File: config.mk
export PLATFORM = sky130hd
export DESIGN_NAME = vend_credit_ctrl
export DESIGN_NICKNAME = d
export VERILOG_FILES = /design/src/rtl/vm_pkg.sv /design/src/rtl/vm_credit_reg.sv /design/src/rtl/vend_credit_ctrl.sv
export SDC_FILE = /design/constraint.sdc
export NUM_CORES = 1
export LEC_CHECK = 0
export ABC_CLOCK_PERIOD_IN_PS = 2400
export BUFFER_PORTS_ARGS = -buffer_cell sky130_fd_sc_hd__buf_2
export CAP_MARGIN = 10
export CELL_PAD_IN_SITES_DETAIL_PLACEMENT = 1
export CELL_PAD_IN_SITES_GLOBAL_PLACEMENT = 1
export CORE_MARGIN = 4
export CORE_UTILIZATION = 40
export CTS_CLUSTER_DIAMETER = 120
export CTS_CLUSTER_SIZE = 25
export DETAILED_ROUTE_END_ITERATION = 10
export GPL_TIMING_DRIVEN = 0
export PLACE_DENSITY_LB_ADDON = 0.08
export SYNTH_ARGS = -nofsm -noshare
export SYNTH_HDL_FRONTEND = slang
export SYNTH_SLANG_ARGS = --single-unit
File: constraint.sdc
create_clock -name clk -period 2.4 [get_ports clk]
set_input_delay 0 -clock clk [delete_from_list [all_inputs] [get_ports clk]]
set_output_delay 0 -clock clk [all_outputs]
set_load 0.02 [all_outputs]
File: src/rtl/vm_pkg.sv
// Shared constants for the vending machine credit controller:
// FSM state encoding, coin codes and coin values.
package vm_pkg;

    typedef logic [1:0] state_t;

    // FSM state encoding
    localparam state_t IDLE    = 2'd0;
    localparam state_t COLLECT = 2'd1;
    localparam state_t VEND    = 2'd2;
    localparam state_t CHANGE  = 2'd3;

    // Coin codes as presented by the coin acceptor
    localparam logic [1:0] COIN_1   = 2'b00;
    localparam logic [1:0] COIN_2   = 2'b01;
    localparam logic [1:0] COIN_5   = 2'b10;
    localparam logic [1:0] COIN_BAD = 2'b11;

    // Coin values in credit units (1 unit = 5 cents)
    localparam logic [2:0] COIN_1_VAL = 3'd1;
    localparam logic [2:0] COIN_2_VAL = 3'd2;
    localparam logic [2:0] COIN_5_VAL = 3'd5;

    // Value of a coin code; an unrecognised coin is worth nothing.
    function automatic logic [2:0] coin_value(input logic [1:0] code);
        logic [2:0] val;
        case (code)
            COIN_1:  val = COIN_1_VAL;
            COIN_2:  val = COIN_2_VAL;
            COIN_5:  val = COIN_5_VAL;
            default: val = 3'd0;
        endcase
        return val;
    endfunction

endpackage

File: src/rtl/vm_credit_reg.sv
// Credit register: W-bit storage with a write enable and an
// asynchronous active-low clear.
module vm_credit_reg #(
    parameter int W = 5
) (
    input  logic         clk,
    input  logic         rst_n,
    input  logic         en,
    input  logic [W-1:0] d,
    output logic [W-1:0] q
);

    // Load d when enabled; clear immediately on reset.
    always_ff @(posedge clk or negedge rst_n) begin
        if (!rst_n) begin
            q <= '0;
        end else if (en) begin
            q <= d;
        end
    end

endmodule

File: src/rtl/vend_credit_ctrl.sv
// Vending machine credit controller. Accumulates coin credit, issues a
// vend when the item is paid for, then pays remaining credit back as
// change one unit per cycle. All outputs are registered.
//
// Strobe semantics: coin_valid, select and cancel are single-cycle
// strobes sampled on the rising clock edge; there is no back-pressure.
// Every response (vend, change_pulse, coin_reject) is a one-cycle pulse
// visible in the cycle after the edge that caused it.
module vend_credit_ctrl
    import vm_pkg::*;
#(
    parameter int PRICE    = 15,
    parameter int CREDIT_W = 5
) (
    input  logic                clk,
    input  logic                rst_n,
    input  logic                coin_valid,
    input  logic [1:0]          coin_type,
    input  logic                select,
    input  logic                cancel,
    output logic [CREDIT_W-1:0] credit,
    output logic                vend,
    output logic                change_pulse,
    output logic                coin_reject,
    output logic                busy
);

    localparam int                  SW      = CREDIT_W + 1;
    localparam logic [CREDIT_W-1:0] PRICE_C = CREDIT_W'(PRICE);
    localparam logic [CREDIT_W-1:0] ONE_C   = CREDIT_W'(1);

    state_t              state_q, state_d;
    logic                vend_q, change_pulse_q, coin_reject_q, busy_q;
    logic                reject_d;
    logic                credit_en;
    logic [CREDIT_W-1:0] credit_d;
    logic [CREDIT_W-1:0] credit_q;
    logic [SW-1:0]       coin_sum;
    logic                coin_ok;

    // The credit register is the single point of storage for credit.
    vm_credit_reg #(
        .W (CREDIT_W)
    ) u_credit_reg (
        .clk   (clk),
        .rst_n (rst_n),
        .en    (credit_en),
        .d     (credit_d),
        .q     (credit_q)
    );

    // Next-state, next-credit and coin accept/reject decision.
    always_comb begin
        state_d   = state_q;
        credit_en = 1'b0;
        credit_d  = credit_q;
        reject_d  = 1'b0;

        // One bit wider than the register so overflow is visible in the MSB.
        coin_sum = {1'b0, credit_q} + SW'(coin_value(coin_type));
        coin_ok  = (coin_type != COIN_BAD) && !coin_sum[CREDIT_W];

        case (state_q)
            IDLE, COLLECT: begin
                // cancel > select > coin. Any asserted cancel or select
                // wins the cycle, so a simultaneous coin is handed back.
                if (cancel) begin
                    reject_d = coin_valid;
                    if (state_q == COLLECT) begin
                        state_d = CHANGE;
                    end
                end else if (select) begin
                    reject_d = coin_valid;
                    if (credit_q >= PRICE_C) begin
                        state_d = VEND;
                    end
                end else if (coin_valid) begin
                    if (coin_ok) begin
                        credit_en = 1'b1;
                        credit_d  = coin_sum[CREDIT_W-1:0];
                        state_d   = COLLECT;
                    end else begin
                        reject_d = 1'b1;
                    end
                end
            end
            VEND: begin
                // Entry required credit >= PRICE, so this cannot underflow.
                reject_d  = coin_valid;
                credit_en = 1'b1;
                credit_d  = credit_q - PRICE_C;
                state_d   = (credit_q != PRICE_C) ? CHANGE : IDLE;
            end
            CHANGE: begin
                reject_d = coin_valid;
                if (credit_q != '0) begin
                    credit_en = 1'b1;
                    credit_d  = credit_q - ONE_C;
                    state_d   = (credit_q == ONE_C) ? IDLE : CHANGE;
                end else begin
                    state_d = IDLE;
                end
            end
            default: begin
                state_d = IDLE;
            end
        endcase
    end

    // State and registered output pulses, decoded from the next state so
    // each pulse lines up with the cycle spent in the matching state.
    always_ff @(posedge clk or negedge rst_n) begin
        if (!rst_n) begin
            state_q        <= IDLE;
            vend_q         <= 1'b0;
            change_pulse_q <= 1'b0;
            coin_reject_q  <= 1'b0;
            busy_q         <= 1'b0;
        end else begin
            state_q        <= state_d;
            vend_q         <= (state_d == VEND);
            change_pulse_q <= (state_d == CHANGE);
            coin_reject_q  <= reject_d;
            busy_q         <= (state_d == VEND) || (state_d == CHANGE);
        end
    end

    assign credit       = credit_q;
    assign vend         = vend_q;
    assign change_pulse = change_pulse_q;
    assign coin_reject  = coin_reject_q;
    assign busy         = busy_q;

endmodule

==> impl_metrics.json <==
{
  "grt_max_degree": 11,
  "max-slew-margin-rel_pct": 67.15,
  "seqPwrFrac_pct": 26.0,
  "p_leak_uw": 0.0004767,
  "crit_path_start": "u_credit_reg.q[0]",
  "place_area_um2": 957.2,
  "routabilityCongestion": 0.7957,
  "switching_share_pct": 48.02,
  "grt_setup_unrepaired": "no",
  "dr_total_vias": 765,
  "dieHeight_um": 54.05,
  "die-area_um2": 2921,
  "fin_setup_tns_ps": 0,
  "hold_path_class": "in -> reg",
  "fmax_ghz": 0.4459,
  "ant_nets": 0,
  "status": "finished clean",
  "synth-seq-cells": 10,
  "r2r-start": "u_credit_reg.q[0]",
  "routed_wl_mm": 2.192,
  "grt_pass1_wl_mm": 3.657,
  "peakVddDrop_mv": 0.6655,
  "drc": 0,
  "ios": 16,
  "drive_above_1_share_pct": 20.54,
  "grt_util_all_layers_pct": 17.98,
  "ctsResizeCount": 0,
  "critPathRequiredTime_ps": 2560,
  "cp_cell_sequence": "ha_1 -> inv_1 -> fa_1 -> nor2b_1 -> o21ai_0 -> or4_1 -> o211a_1",
  "cp_data_arrival_time_ps": 2400,
  "p_clk_share_pct": 13.1,
  "cts_buffer_depth": 2,
  "cp_slowest_cell": "dfrtp_1",
  "multi_input_area_um2": 548.0,
  "max_slew.worst_pin.slew_ps": 485.1,
  "postCtsHoldBufs": 2,
  "netlist_instances": 91,
  "syn-num-nets": 107,
  "grt_pass1_vias": 770,
  "pwr-share-comb_pct": 60.9,
  "drv_cap": 0,
  "worstHoldStart": "cancel",
  "cp_top_family": "adder cells",
  "crit_fanout": 10,
  "netlist_area_um2": 848.3,
  "skew_ps": 5.156,
  "cts_sinks": 10,
  "nFillCells": 236,
  "rows": 16,
  "ys.flop_type": "dfrtp_1",
  "drt_pass1_iterations": 4,
  "fin_nets": 129,
  "avgSynthCellArea_um2": 9.322,
  "h-tree-depth": 1,
  "die-width_um": 54.05,
  "antenna_found_initial": 0,
  "io_buffers": 15,
  "clock_latency_ps": 270,
  "cts_tree": "built",
  "fin_crit_ps": 2243,
  "antenna_cells": 0,
  "synth_edf_count": 0,
  "p_int_uw": 620.1,
  "dpl.hpwl_mm": 1.736,
  "synth_cell_types": 38,
  "path_clk_slew_ps": 70,
  "end_kind": "flop",
  "p_switching_uw": 572.9,
  "grt_remaining_overflow": 0,
  "slew_viol_final": 0,
  "drt-initial-drc-count": 11,
  "wl_per_cell_um": 15.77,
  "synth_seq_area_share_pct": 29.50,
  "critPathLaunchType": "flop",
  "final_area_um2": 1013,
  "cts_root_buffer": "clkbuf_4",
  "post_cts_buffers": 0,
  "area_delta_synth_final_pct": 19.47,
  "yosys_warnings": 0,
  "fin_crit_sh_pct": 93.44,
  "numCtsBuffers": 3,
  "async_flop_share_pct": 100.0,
  "setup_viol": 0,
  "core_area_um2": 1982,
  "via_per_inst": 5.504,
  "seq_area_um2": 250.2,
  "worstSetupPathType": "reg -> reg",
  "slowest_delay_ps": 530,
  "critPathBufInv": 1,
  "start_util_pct": 42.80,
  "hold_viol": 0,
  "powerDensity_nw_per_um2": 1177
}
-- layout make-up --
cell class              instances  area share (%)
multi-input cells              68           54.07
inverters                       9           3.333
plain buffers                   4           1.605
clock buffers                   4           3.580
flip-flops and latches         10           24.69
well taps                      27           3.333
repair buffers                 17           9.383
-- power groups by stage --
stage / Clock [uW] / Combinational, uW / Sequential, uW
2_1_floorplan: 0 / 469 / 360
3_3_place_gp: 0 / 698 / 315
3_5_place_dp: 0 / 727 / 313
4_1_cts: 156 / 736 / 311
5_1_grt: 165 / 809 / 323
6_report: 157 / 726 / 310
-- metrics by stage --
stage / worst slack [ps] / hold WS [ps] / util [%] / std cells / power (uW)
2_1_floorplan: 339.0 / -295.6 / - / 91 / 829.2
3_3_place_gp: 232.5 / -124.1 / 48.30 / 133 / 1013
3_5_place_dp: 183.5 / -122.0 / 48.30 / 133 / 1040
4_1_cts: 155.6 / 90.74 / 51.14 / 139 / 1202
5_1_grt: 15.37 / 90.82 / 51.14 / 139 / 1297
6_report: 157.5 / 82.53 / 51.14 / 139 / 1193
-- flip-flops by register name (all words and copies together) (netlist names) --
register	cells
u_credit_reg.q	5
busy	1
vend	1
coin_reject	1
state_q	1
change_pulse	1
-- tightest hold or removal path, stage by stage --
cell and delay [ps]:
buf_2 130, a21oi_1 100, nor2_1 90
-- Yosys cell counts (all sizes together) (2+ instances only) --
cell	count	area [um^2]
dfrtp	10	250.2
inv	9	33.78
ha	8	100.1
a21oi	5	25.02
o211ai	5	51.30
nand2	4	15.01
nor2	4	15.01
o21ai	4	20.01
xnor2	4	35.03
a211oi	3	40.04
clkbuf	3	11.26
mux2i	3	30.03
nand2b	3	18.77
nand3	3	15.01
a31oi	2	12.51
and4	2	17.52
nor2b	2	12.51
-- path summary, 6_finish.rpt --
path | slack [ps] | end | cells past startpoint
max | 160 | u_credit_reg.q[4] | 7
min | 80 | change_pulse | 3
max reg2reg | 160 | u_credit_reg.q[4] | 7
min reg2reg | 700 | u_credit_reg.q[1] | 2
max in group asynchronous | 2080 | vend | 2
min in group asynchronous | 110 | state_q[0] | 2
-- cell usage in the layout (no fill, tap or decap), types with 2 or more instances in the layout --
cell,n
dlygate4sd3_1,2
inv_1,9
and4_1,2
dfrtp_1,10
clkbuf_1,3
a31oi_1,2
buf_2,16
nor2b_1,2
nor2_1,4
xnor2_1,4
o21ai_0,3
nand2_1,4
ha_1,8
nand2b_1,3
a21oi_1,5
clkbuf_4,3
nand3_1,3
mux2i_1,3
o211ai_1,4
-- kinds of logic after synthesis --
family          after synthesis  share of synthesized area, %
simple gates                 25                         16.96
xor+xnor                      5                         5.162
mux                           4                         4.867
fa+ha+maj                     9                         14.16
compound gates               25                         23.45
flops                        10                         29.50
buf+inv                      13                         5.899
-- per-layer routing --
metal / track usage, % / part of all wire [%] / vias to the layer above
li1: - / - / 374
met1: 22.02 / 45 / 370
met2: 31.25 / 50 / 19
met3: 4.986 / 4.1 / 2
met4: 3.734 / 0.87 / 0
met5: 0 / 0 / -
Power figures use the tool's default switching activity.
